`src/rtl/sub_pkg.sv`:
```
// Shared definitions for the serial subtractor.
// Holds the controller state type and a helper that sizes the chunk index.
package sub_pkg;

  typedef enum logic [1:0] {
    IDLE = 2'd0,
    BUSY = 2'd1,
    DONE = 2'd2
  } state_t;

  // A single-chunk operation still needs a one-bit index register.
  function automatic int idx_width(input int n_chunks);
    return (n_chunks > 1) ? $clog2(n_chunks) : 1;
  endfunction

endpackage

```
`src/rtl/sub_chunk.sv`:
```
// Combinational W-bit subtract slice with borrow chain.
// Ports:
//   x, y  : minuend / subtrahend slice
//   bin   : borrow in from the lower slice
//   d     : (x - y - bin) mod 2^W
//   bout  : borrow out (1 when x < y + bin)
module sub_chunk #(
  parameter int W = 2
) (
  input  logic [W-1:0] x,
  input  logic [W-1:0] y,
  input  logic         bin,
  output logic [W-1:0] d,
  output logic         bout
);

  logic [W:0] t;

  // One extra bit catches the borrow: it goes high exactly when the
  // unsigned difference wraps below zero.
  assign t    = {1'b0, x} - {1'b0, y} - {{W{1'b0}}, bin};
  assign d    = t[W-1:0];
  assign bout = t[W];

endmodule

```
`src/rtl/sub_serial.sv`:
```
// Serial unsigned subtractor: captures a and b, then resolves CHUNK bits
// per cycle from the LSB up, carrying the borrow between chunks.
// Ports:
//   clk, rst_n           : clock, asynchronous active-low reset
//   in_valid / in_ready  : operand handshake (ready only while idle)
//   a, b                 : minuend, subtrahend (sampled on accept)
//   out_valid / out_ready: result handshake (valid only when done)
//   diff                 : (a - b) mod 2^N
//   borrow               : 1 when a < b
module sub_serial
  import sub_pkg::*;
#(
  parameter int N     = 8,
  parameter int CHUNK = 2
) (
  input  logic         clk,
  input  logic         rst_n,
  input  logic         in_valid,
  output logic         in_ready,
  input  logic [N-1:0] a,
  input  logic [N-1:0] b,
  output logic         out_valid,
  input  logic         out_ready,
  output logic [N-1:0] diff,
  output logic         borrow
);

  localparam int NCH   = N / CHUNK;
  localparam int IDX_W = idx_width(NCH);
  localparam logic [IDX_W-1:0] IDX_LAST = IDX_W'(NCH - 1);

  generate
    if (N % CHUNK != 0) begin : g_bad_chunk
      $error("sub_serial: N must be a multiple of CHUNK");
    end
  endgenerate

  state_t           state_q;
  logic [N-1:0]     a_q, b_q;
  logic [N-1:0]     diff_q;
  logic             borrow_q;
  logic [IDX_W-1:0] idx_q;
  logic             in_ready_q, out_valid_q;

  // Captured operands split into chunks; the single slice below is fed
  // from whichever chunk idx_q points at.
  logic [CHUNK-1:0] a_ch [NCH];
  logic [CHUNK-1:0] b_ch [NCH];

  for (genvar gi = 0; gi < NCH; gi++) begin : g_slice
    assign a_ch[gi] = a_q[gi*CHUNK +: CHUNK];
    assign b_ch[gi] = b_q[gi*CHUNK +: CHUNK];
  end

  logic [CHUNK-1:0] chunk_d;
  logic             bout_d;

  sub_chunk #(.W(CHUNK)) u_chunk (
    .x    (a_ch[idx_q]),
    .y    (b_ch[idx_q]),
    .bin  (borrow_q),
    .d    (chunk_d),
    .bout (bout_d)
  );

  // borrow_q doubles as the running borrow accumulator while busy; after
  // the top chunk it holds the final borrow, which is what DONE presents.
  always_ff @(posedge clk or negedge rst_n) begin
    if (!rst_n) begin
      state_q     <= IDLE;
      a_q         <= '0;
      b_q         <= '0;
      diff_q      <= '0;
      borrow_q    <= 1'b0;
      idx_q       <= '0;
      in_ready_q  <= 1'b1;
      out_valid_q <= 1'b0;
    end else begin
      case (state_q)
        IDLE: begin
          if (in_valid) begin
            a_q        <= a;
            b_q        <= b;
            diff_q     <= '0;
            borrow_q   <= 1'b0;
            idx_q      <= '0;
            in_ready_q <= 1'b0;
            state_q    <= BUSY;
          end
        end
        BUSY: begin
          diff_q[idx_q*CHUNK +: CHUNK] <= chunk_d;
          borrow_q <= bout_d;
          idx_q    <= idx_q + IDX_W'(1);
          if (idx_q == IDX_LAST) begin
            out_valid_q <= 1'b1;
            state_q     <= DONE;
          end
        end
        DONE: begin
          if (out_ready) begin
            out_valid_q <= 1'b0;
            in_ready_q  <= 1'b1;
            state_q     <= IDLE;
          end
        end
        default: begin
          out_valid_q <= 1'b0;
          in_ready_q  <= 1'b1;
          state_q     <= IDLE;
        end
      endcase
    end
  end

  assign in_ready  = in_ready_q;
  assign out_valid = out_valid_q;
  assign diff      = diff_q;
  assign borrow    = borrow_q;

  // The finished {borrow, diff} must equal the full-width difference of
  // the captured operands.
  always_comb begin
    if (state_q == DONE) begin
      assert ({borrow_q, diff_q} == ({1'b0, a_q} - {1'b0, b_q}))
        else $error("sub_serial: a=%h b=%h diff=%h", a_q, b_q, diff_q);
    end
  end

endmodule
```
`config.mk`:
```
export PLATFORM = sky130hd
export DESIGN_NAME = sub_serial
export DESIGN_NICKNAME = d
export VERILOG_FILES = /design/src/rtl/sub_pkg.sv /design/src/rtl/sub_chunk.sv /design/src/rtl/sub_serial.sv
export SDC_FILE = /design/constraint.sdc
export NUM_CORES = 1
export LEC_CHECK = 0
export BUFFER_PORTS_ARGS = -buffer_cell sky130_fd_sc_hd__buf_4
export CAP_MARGIN = 30
export CELL_PAD_IN_SITES_DETAIL_PLACEMENT = 2
export CELL_PAD_IN_SITES_GLOBAL_PLACEMENT = 2
export CORE_MARGIN = 10
export CORE_UTILIZATION = 32
export CTS_BUF_LIST = sky130_fd_sc_hd__clkbuf_4 sky130_fd_sc_hd__clkbuf_8
export CTS_CLUSTER_DIAMETER = 60
export DETAILED_ROUTE_END_ITERATION = 10
export PLACE_DENSITY_LB_ADDON = 0.1
export SLEW_MARGIN = 20
export SYNTH_ARGS = -nofsm -noshare
export SYNTH_HDL_FRONTEND = slang
export SYNTH_SLANG_ARGS = --single-unit
```
`constraint.sdc`:
```
create_clock -name clk -period 2.3 [get_ports clk]
set_clock_uncertainty 0.15 [all_clocks]
set_input_delay 0.46 -clock clk [delete_from_list [all_inputs] [get_ports clk]]
set_output_delay 0.46 -clock clk [all_outputs]
set_load 0.03 [all_outputs]
```
==> load_flow_metrics.sql, run 1 <==
INSERT INTO impl_metrics (metric_group, metric, value, unit) VALUES
('outcome', 'outcome', 'finished with violations', ''),
('outcome', 'failed_checks', 'setup timing', ''),
('timing', 'fmax', '428', 'MHz'),
('pwr', 'power.density_cell_area', '1540', 'mW/mm2'),
('critical_path', 'critical_path_top_delay_cell', 'mux4_2', ''),
('global_routing', 'grt_overflow', '0', ''),
('global_routing', 'grt_antenna_before_repair', '0', ''),
('finish', 'stdcell_area', '0.00192', 'mm2'),
('critical_path', 'regToRegSetupSlack', '-0.04', 'ns'),
('floorplanning', 'start_util', '32.6', '%'),
('finish', 'fin_nets', '212', ''),
('timing', 'final.period_utilization', '102', '%'),
('route', 'totalWireLength', '4140', 'um'),
('timing', 'rsz0062_at_grt', 'true', ''),
('floorplanning', 'core', '0.00469', 'mm2'),
('critical_path', 'worst-r2r-cell-count', '7', ''),
('synth', 'synth-seq-cells', '31', ''),
('timing', 'finalMaxSlewViolations', '0', ''),
('floorplanning', 'die-area', '0.00795', 'mm2'),
('critical_path', 'timing_worst_setup_path_type', 'reg2reg', ''),
('cts', 'clockBufferDepth', '2', ''),
('critical_path', 'worstPathArrival', '2.38', 'ns'),
('route', 'route.detailed.drc', '0', ''),
('critical_path', 'critPathTopFamily', 'adder cells', ''),
('synth', 'mappedNetlistArea', '0.00153', 'mm2'),
('floorplanning', 'die_height', '89.2', 'um'),
('critical_path', 'worst-path-buf-inv', '2', ''),
('synth', 'synth.avg_cell_area', '10.3', 'um2'),
('critical_path', 'timing.rr.start', 'idx_q[0]$_DFFE_PN0P_', ''),
('pwr', 'ir_worst_vdd', '448', 'uV'),
('timing', 'slew_headroom', '64.7', '%'),
('global_routing', 'global_route_usage_over_all_layers', '11.5', '%'),
('critical_path', 'crit_path_cell_trace', 'mux4_2, inv_2, fa_2, inv_2, fa_1, nand3b_1, o31ai_1', ''),
('finish', 'drive_above_1_share', '33.2', '%'),
('floorplanning', 'number_of_standard_cell_rows_in_the_floorplan', '25', ''),
('cts', 'tritoncts_num_sinks', '31', ''),
('route', 'drt_first_pass_iters', '4', ''),
('synth', 'post_synth_net_total', '175', ''),
('critical_path', 'launching_element_of_the_worst_setup_path', 'idx_q[0]$_DFFE_PN0P_', ''),
('route', 'ant_nets', '0', ''),
('global_routing', 'global_route_wire_length_before_repair', '6900', 'um'),
('timing', 'fin_ws', '-0.0355', 'ns'),
('synth', 'yosysSeqAreaShare', '50.7', '%'),
('placement', 'dp_hpwl', '3150', 'um'),
('timing', 'worst_pin_slew', '0.530', 'ns'),
('critical_path', 'critPathCaptureType', 'register', ''),
('timing', 'finalWorstPathRequiredPeriod', '2.34', 'ns'),
('global_routing', 'grt_start_max_net_pins', '32', ''),
('global_routing', 'grt_pass1_vias', '1369', ''),
('finish', 'filler_cell_count', '509', ''),
('route', 'dr_total_vias', '1207', ''),
('critical_path', 'critical_path.max_fanout', '4', ''),
('cts', 'maximum_level_of_the_cts_h_tree', '2', ''),
('floorplanning', 'i_o_pins', '31', ''),
('cts', 'clock_latency', '0.29', 'ns'),
('route', 'drt-vias-per-instance', '5.01', ''),
('critical_path', 'crit_path_max_incr_delay', '0.52', 'ns'),
('placement', 'routability_congestion', '0.719', ''),
('floorplanning', 'chipWidth', '89.2', 'um'),
('synth', 'syn_inst', '149', ''),
('finish', 'antennaDiodeCount', '0', ''),
('timing', 'final-setup-viol-count', '2', ''),
('critical_path', 'critPathRequiredTime', '2.34', 'ns'),
('placement', 'standard_cell_area_after_detailed_placement', '0.00180', 'mm2'),
('critical_path', 'worst-path-stages', '7', ''),
('job', 'cap_viol_max_count', '0', ''),
('critical_path', 'critical-path-top-cell-by-count', 'inv_2', ''),
('critical_path', 'cp-endpoint', 'diff[3]$_DFFE_PN0P_', ''),
('finish', 'layout_commonest_cell', 'nand2_1', ''),
('finish', 'layout_common_cells', '54 x nand2_1, 37 x buf_4, 29 x dfrtp_1', ''),
('critical_path', 'timing.critical_path.from_type', 'register', '');
## per-layer routing
layer	track usage [%]	vias up	share of wire, %
li1	-	569	-
met1	12.0	613	40
met2	20.8	19	55
met3	3.56	6	3.7
met4	4.77	0	1.6
met5	0	-	0
## worst min-delay path, cell delays in order
cell and delay, ns:
buf_4 0.08, nand2_1 0.04, nand2_1 0.05
## metrics by stage
step           power [mW]  instances  utilization, %  setup slack (ns)
3_3_place_gp         2.39        230            38.3           0.00823
4_1_cts              2.98        240            40.6           -0.0891
6_report             2.95        241            40.9           -0.0355
2_1_floorplan        2.01        149               -           -0.0406
3_5_place_dp         2.49        230            38.3           -0.0717
5_1_grt              3.24        241            40.9            -0.139
## sequential cells by signal, summed over array words and instances (netlist names)
signal,count
borrow,1
in_ready,1
state_q,2
diff,8
b_q,8
out_valid,1
a_q,8
idx_q,2
## worst min-delay path by stage
| stage | start | end | slack (ns) | depth (start not counted) |
|---|---|---|---|---|
| 4_1_cts | b[3] | b_q[3]$_DFFE_PN0P_ | 0.21 | 3 |
| 3_5_place_dp | rst_n | out_valid$_DFFE_PN0P_ | 0.27 | 1 |
| 6_report | b[3] | b_q[3]$_DFFE_PN0P_ | 0.21 | 3 |
| 5_1_grt | b[0] | b_q[0]$_DFFE_PN0P_ | 0.21 | 3 |
| 2_1_floorplan | rst_n | a_q[0]$_DFFE_PN0P_ | 0.01 | 0 |
| 3_3_place_gp | rst_n | out_valid$_DFFE_PN0P_ | 0.26 | 1 |
## Yosys cell counts, drive strengths merged
cell type	instances	area, um2
nor3b	1	12.5
ha	4	50.1
o22a	1	8.76
fa	2	40.0
o31ai	2	15.0
inv	8	30.0
nand3b	3	35.0
clkbuf	1	3.75
nor2	2	7.51
a21oi	2	10.0
mux4	4	90.1
nor4	1	6.26
nor4b	1	8.76
nand2	54	203
nand3	7	50.1
buf	7	62.6
a21o	2	15.0
nand2b	2	12.5
or3b	1	8.76
or4	2	15.0
dfstp	1	26.3
a22o	4	35.0
dfrtp	30	751
o21ai	7	35.0
## kinds of logic (layout without fill, tap and decap cells)
group                    after synthesis  after routing  synth area share (%)
multiplexers                           4              4                  5.88
flip-flops                            31             31                  50.7
AND/OR/NAND/NOR                       74             74                  23.4
adder cells (fa/ha/maj)                6              6                  5.88
buffers and inverters                 16             54                  6.29
AO/OA/AOI/OAI                         18             18                  7.76
## power breakdown
part           switching, mW  total (mW)  internal, mW
registers              0.179       0.978         0.798
clock network          0.207       0.442         0.236
logic                  0.885        1.53         0.644
## repair_timing
action	4_1_cts	5_1_grt
buffers inserted	1	0
endpoints found under the setup margin	5	6
hold endpoints to repair	30	0
gates cloned	0	0
hold buffers	1	0
pin swaps	2	2
gates resized for setup	2	3
## final cells by class
type	instances	area [um2]	area share [%]
Timing Repair Buffer	38	288	15.0
Sequential cell	31	778	40.5
Clock inverter	1	5.00	0.261
Clock buffer	7	83.8	4.36
Multi-Input combinational cell	102	668	34.8
Inverter	8	30.0	1.56
Tap cell	54	67.6	3.52
Power figures use the tool's default switching activity.
==> run 2, diff against run 1 <==
RECOVER_POWER = 50   (was default)
==> run 2 against run 1 <==
Compared with the run above:
- register-to-register slack barely moved
- largest cell class unchanged
- setup slack barely moved
- combinational power barely moved
- power fell by 0.43%
- cell count did not move
- count of clock-buffer cells in the layout did not move
- sequential power barely moved
- core utilization fell by 0.21 points
- clock power barely moved
- the run still ends with setup timing left
==> load_flow_metrics.sql, run 2 (same netlist as run 1, synthesis figures left out) <==
INSERT INTO impl_metrics (metric_group, metric, value, unit) VALUES
('route', 'drtIter0Drc', '19', ''),
('cts', 'tritoncts_num_sinks', '31', ''),
('timing', 'finalMaxSlewViolations', '0', ''),
('route', 'drt_first_pass_iters', '4', ''),
('route', 'drt-vias-per-instance', '5.01', ''),
('critical_path', 'timing.critical_path.from_type', 'register', ''),
('worst_hold_path', 'hold_path_class', 'in2reg', ''),
('timing', 'slew_headroom', '46.9', '%'),
('cts', 'cts_buffers', '5', ''),
('critical_path', 'critPathTopFamily', 'adder cells', ''),
('timing', 'fin_ws', '-0.0354', 'ns'),
('global_routing', 'grt_overflow', '0', ''),
('finish', 'fin_nets', '212', ''),
('placement', 'routability_congestion', '0.719', ''),
('pwr', 'total_leakage_power', '0.965', 'nW'),
('route', 'ant_nets', '0', ''),
('pwr', 'total_power', '2.94', 'mW'),
('cts', 'clock_tree_from_tritoncts', 'yes', ''),
('critical_path', 'critical_path_top_delay_cell', 'mux4_2', ''),
('finish', 'antennaDiodeCount', '0', ''),
('global_routing', 'grt_start_max_net_pins', '32', ''),
('placement', 'dp_hpwl', '3150', 'um'),
('finish', 'layout_commonest_cell', 'nand2_1', ''),
('timing', 'worst_pin_slew', '0.796', 'ns'),
('finish', 'filler_cell_count', '510', ''),
('cts', 'clockBufferDepth', '2', ''),
('timing', 'final-setup-viol-count', '2', ''),
('critical_path', 'critPathCaptureType', 'register', ''),
('critical_path', 'worst-path-buf-inv', '2', ''),
('floorplanning', 'core', '0.00469', 'mm2'),
('timing', 'rsz0062_at_grt', 'true', ''),
('floorplanning', 'start_util', '32.6', '%'),
('critical_path', 'critPathRequiredTime', '2.34', 'ns'),
('timing', 'fmax', '428', 'MHz'),
('job', 'cap_viol_max_count', '0', ''),
('pwr', 'ir_worst_vdd', '447', 'uV'),
('floorplanning', 'chipWidth', '89.2', 'um'),
('floorplanning', 'die_height', '89.2', 'um'),
('finish', 'areaGrowthSynthToFinish', '24.8', '%'),
('route', 'route.detailed.drc', '0', ''),
('cts', 'clock_latency', '0.29', 'ns'),
('timing', 'final.period_utilization', '102', '%'),
('timing', 'finalHoldViolations', '0', ''),
('critical_path', 'timing_worst_setup_path_type', 'reg2reg', ''),
('route', 'post_drt_wl_per_cell', '17.2', 'um'),
('outcome', 'failed_checks', 'setup timing', ''),
('global_routing', 'grt_pass1_vias', '1369', ''),
('finish', 'drive_above_1_share', '32.1', '%'),
('global_routing', 'grt_antenna_before_repair', '0', ''),
('cts', 'maximum_level_of_the_cts_h_tree', '2', ''),
('cts', 'root_buffer', 'clkbuf_8', ''),
('route', 'dr_total_vias', '1208', ''),
('placement', 'io_buffers', '30', ''),
('floorplanning', 'die-area', '0.00795', 'mm2'),
('critical_path', 'crit_path_cell_trace', 'mux4_2, inv_2, fa_2, inv_2, fa_1, nand3b_1, o31ai_1', ''),
('route', 'totalWireLength', '4150', 'um'),
('global_routing', 'global_route_usage_over_all_layers', '11.5', '%'),
('critical_path', 'critical_path.max_fanout', '4', ''),
('timing', 'finalWorstPathRequiredPeriod', '2.34', 'ns'),
('critical_path', 'worstPathArrival', '2.38', 'ns'),
('pwr', 'power.density_cell_area', '1540', 'mW/mm2'),
('outcome', 'outcome', 'finished with violations', ''),
('floorplanning', 'i_o_pins', '31', ''),
('timing', 'tns', '-0.0468', 'ns'),
('finish', 'layout_common_cells', '54 x nand2_1, 34 x buf_4, 29 x dfrtp_1', ''),
('critical_path', 'critical-path-top-cell-by-count', 'inv_2', ''),
('finish', 'final_core_utilization', '40.7', '%'),
('floorplanning', 'number_of_standard_cell_rows_in_the_floorplan', '25', ''),
('cts', 'worst_setup_hold_path_clk_slew', '0.07', 'ns'),
('critical_path', 'crit_path_max_incr_delay', '0.52', 'ns'),
('timing', 'hold_slack_final', '0.212', 'ns'),
('global_routing', 'global_route_wire_length_before_repair', '6900', 'um');
## run 2: layout make-up
| cell class | count | area, um2 | share of cell area [%] |
|---|---|---|---|
| timing repair buffer | 38 | 278 | 14.5 |
| sequential | 31 | 778 | 40.7 |
| inverter | 8 | 30.0 | 1.57 |
| tap | 54 | 67.6 | 3.54 |
| multi-input combinational | 102 | 668 | 35.0 |
| clock inverter | 1 | 5.00 | 0.262 |
| clock buffer | 7 | 83.8 | 4.39 |
## run 2: worst min-delay path, delay by kind of cell
| kind | cells | cell delay, ns |
|---|---|---|
| simple gates | 2 | 0.09 |
| buf+inv | 1 | 0.08 |
## run 2: worst paths after layout
kind	startpoint	endpoint	slack, ns	cells past startpoint
setup / recovery	idx_q[0]$_DFFE_PN0P_	diff[3]$_DFFE_PN0P_	-0.04	7
hold / removal	b[3]	b_q[3]$_DFFE_PN0P_	0.21	3
setup reg to reg	idx_q[0]$_DFFE_PN0P_	diff[3]$_DFFE_PN0P_	-0.04	7
hold reg to reg	b_q[5]$_DFFE_PN0P_	b_q[5]$_DFFE_PN0P_	0.33	2
max in group asynchronous	rst_n	idx_q[0]$_DFFE_PN0P_	0.81	2
min in group asynchronous	rst_n	out_valid$_DFFE_PN0P_	0.64	2
## run 2: power breakdown
| group | leakage [nW] | switching, mW | internal, mW |
|---|---|---|---|
| clock network | 0.0491 | 0.207 | 0.236 |
| registers | 0.390 | 0.179 | 0.798 |
| logic | 0.525 | 0.885 | 0.632 |
## run 2: timing repair
item	4_1_cts	5_1_grt
hold buffers	1	0
cloned	0	0
pin swaps	2	2
setup endpoints to repair	5	6
gates resized for setup	2	3
buffers inserted	1	0
hold endpoints to repair	30	0
## run 2: stage by stage
step	setup WS [ns]	cell area (um2)	instances
after global routing	-0.139	1910	241
final	-0.0354	1910	241
after CTS	-0.0891	1900	240
after global placement	0.00823	1800	230
after floorplan	-0.0406	1540	149
after detailed placement	-0.0717	1800	230
## run 2: metal layers
metal / GRT usage, % / wire length (um)
met5: 0 / 0
met3: 3.56 / 155
met2: 20.8 / 2280
met4: 4.77 / 66
met1: 12.0 / 1650
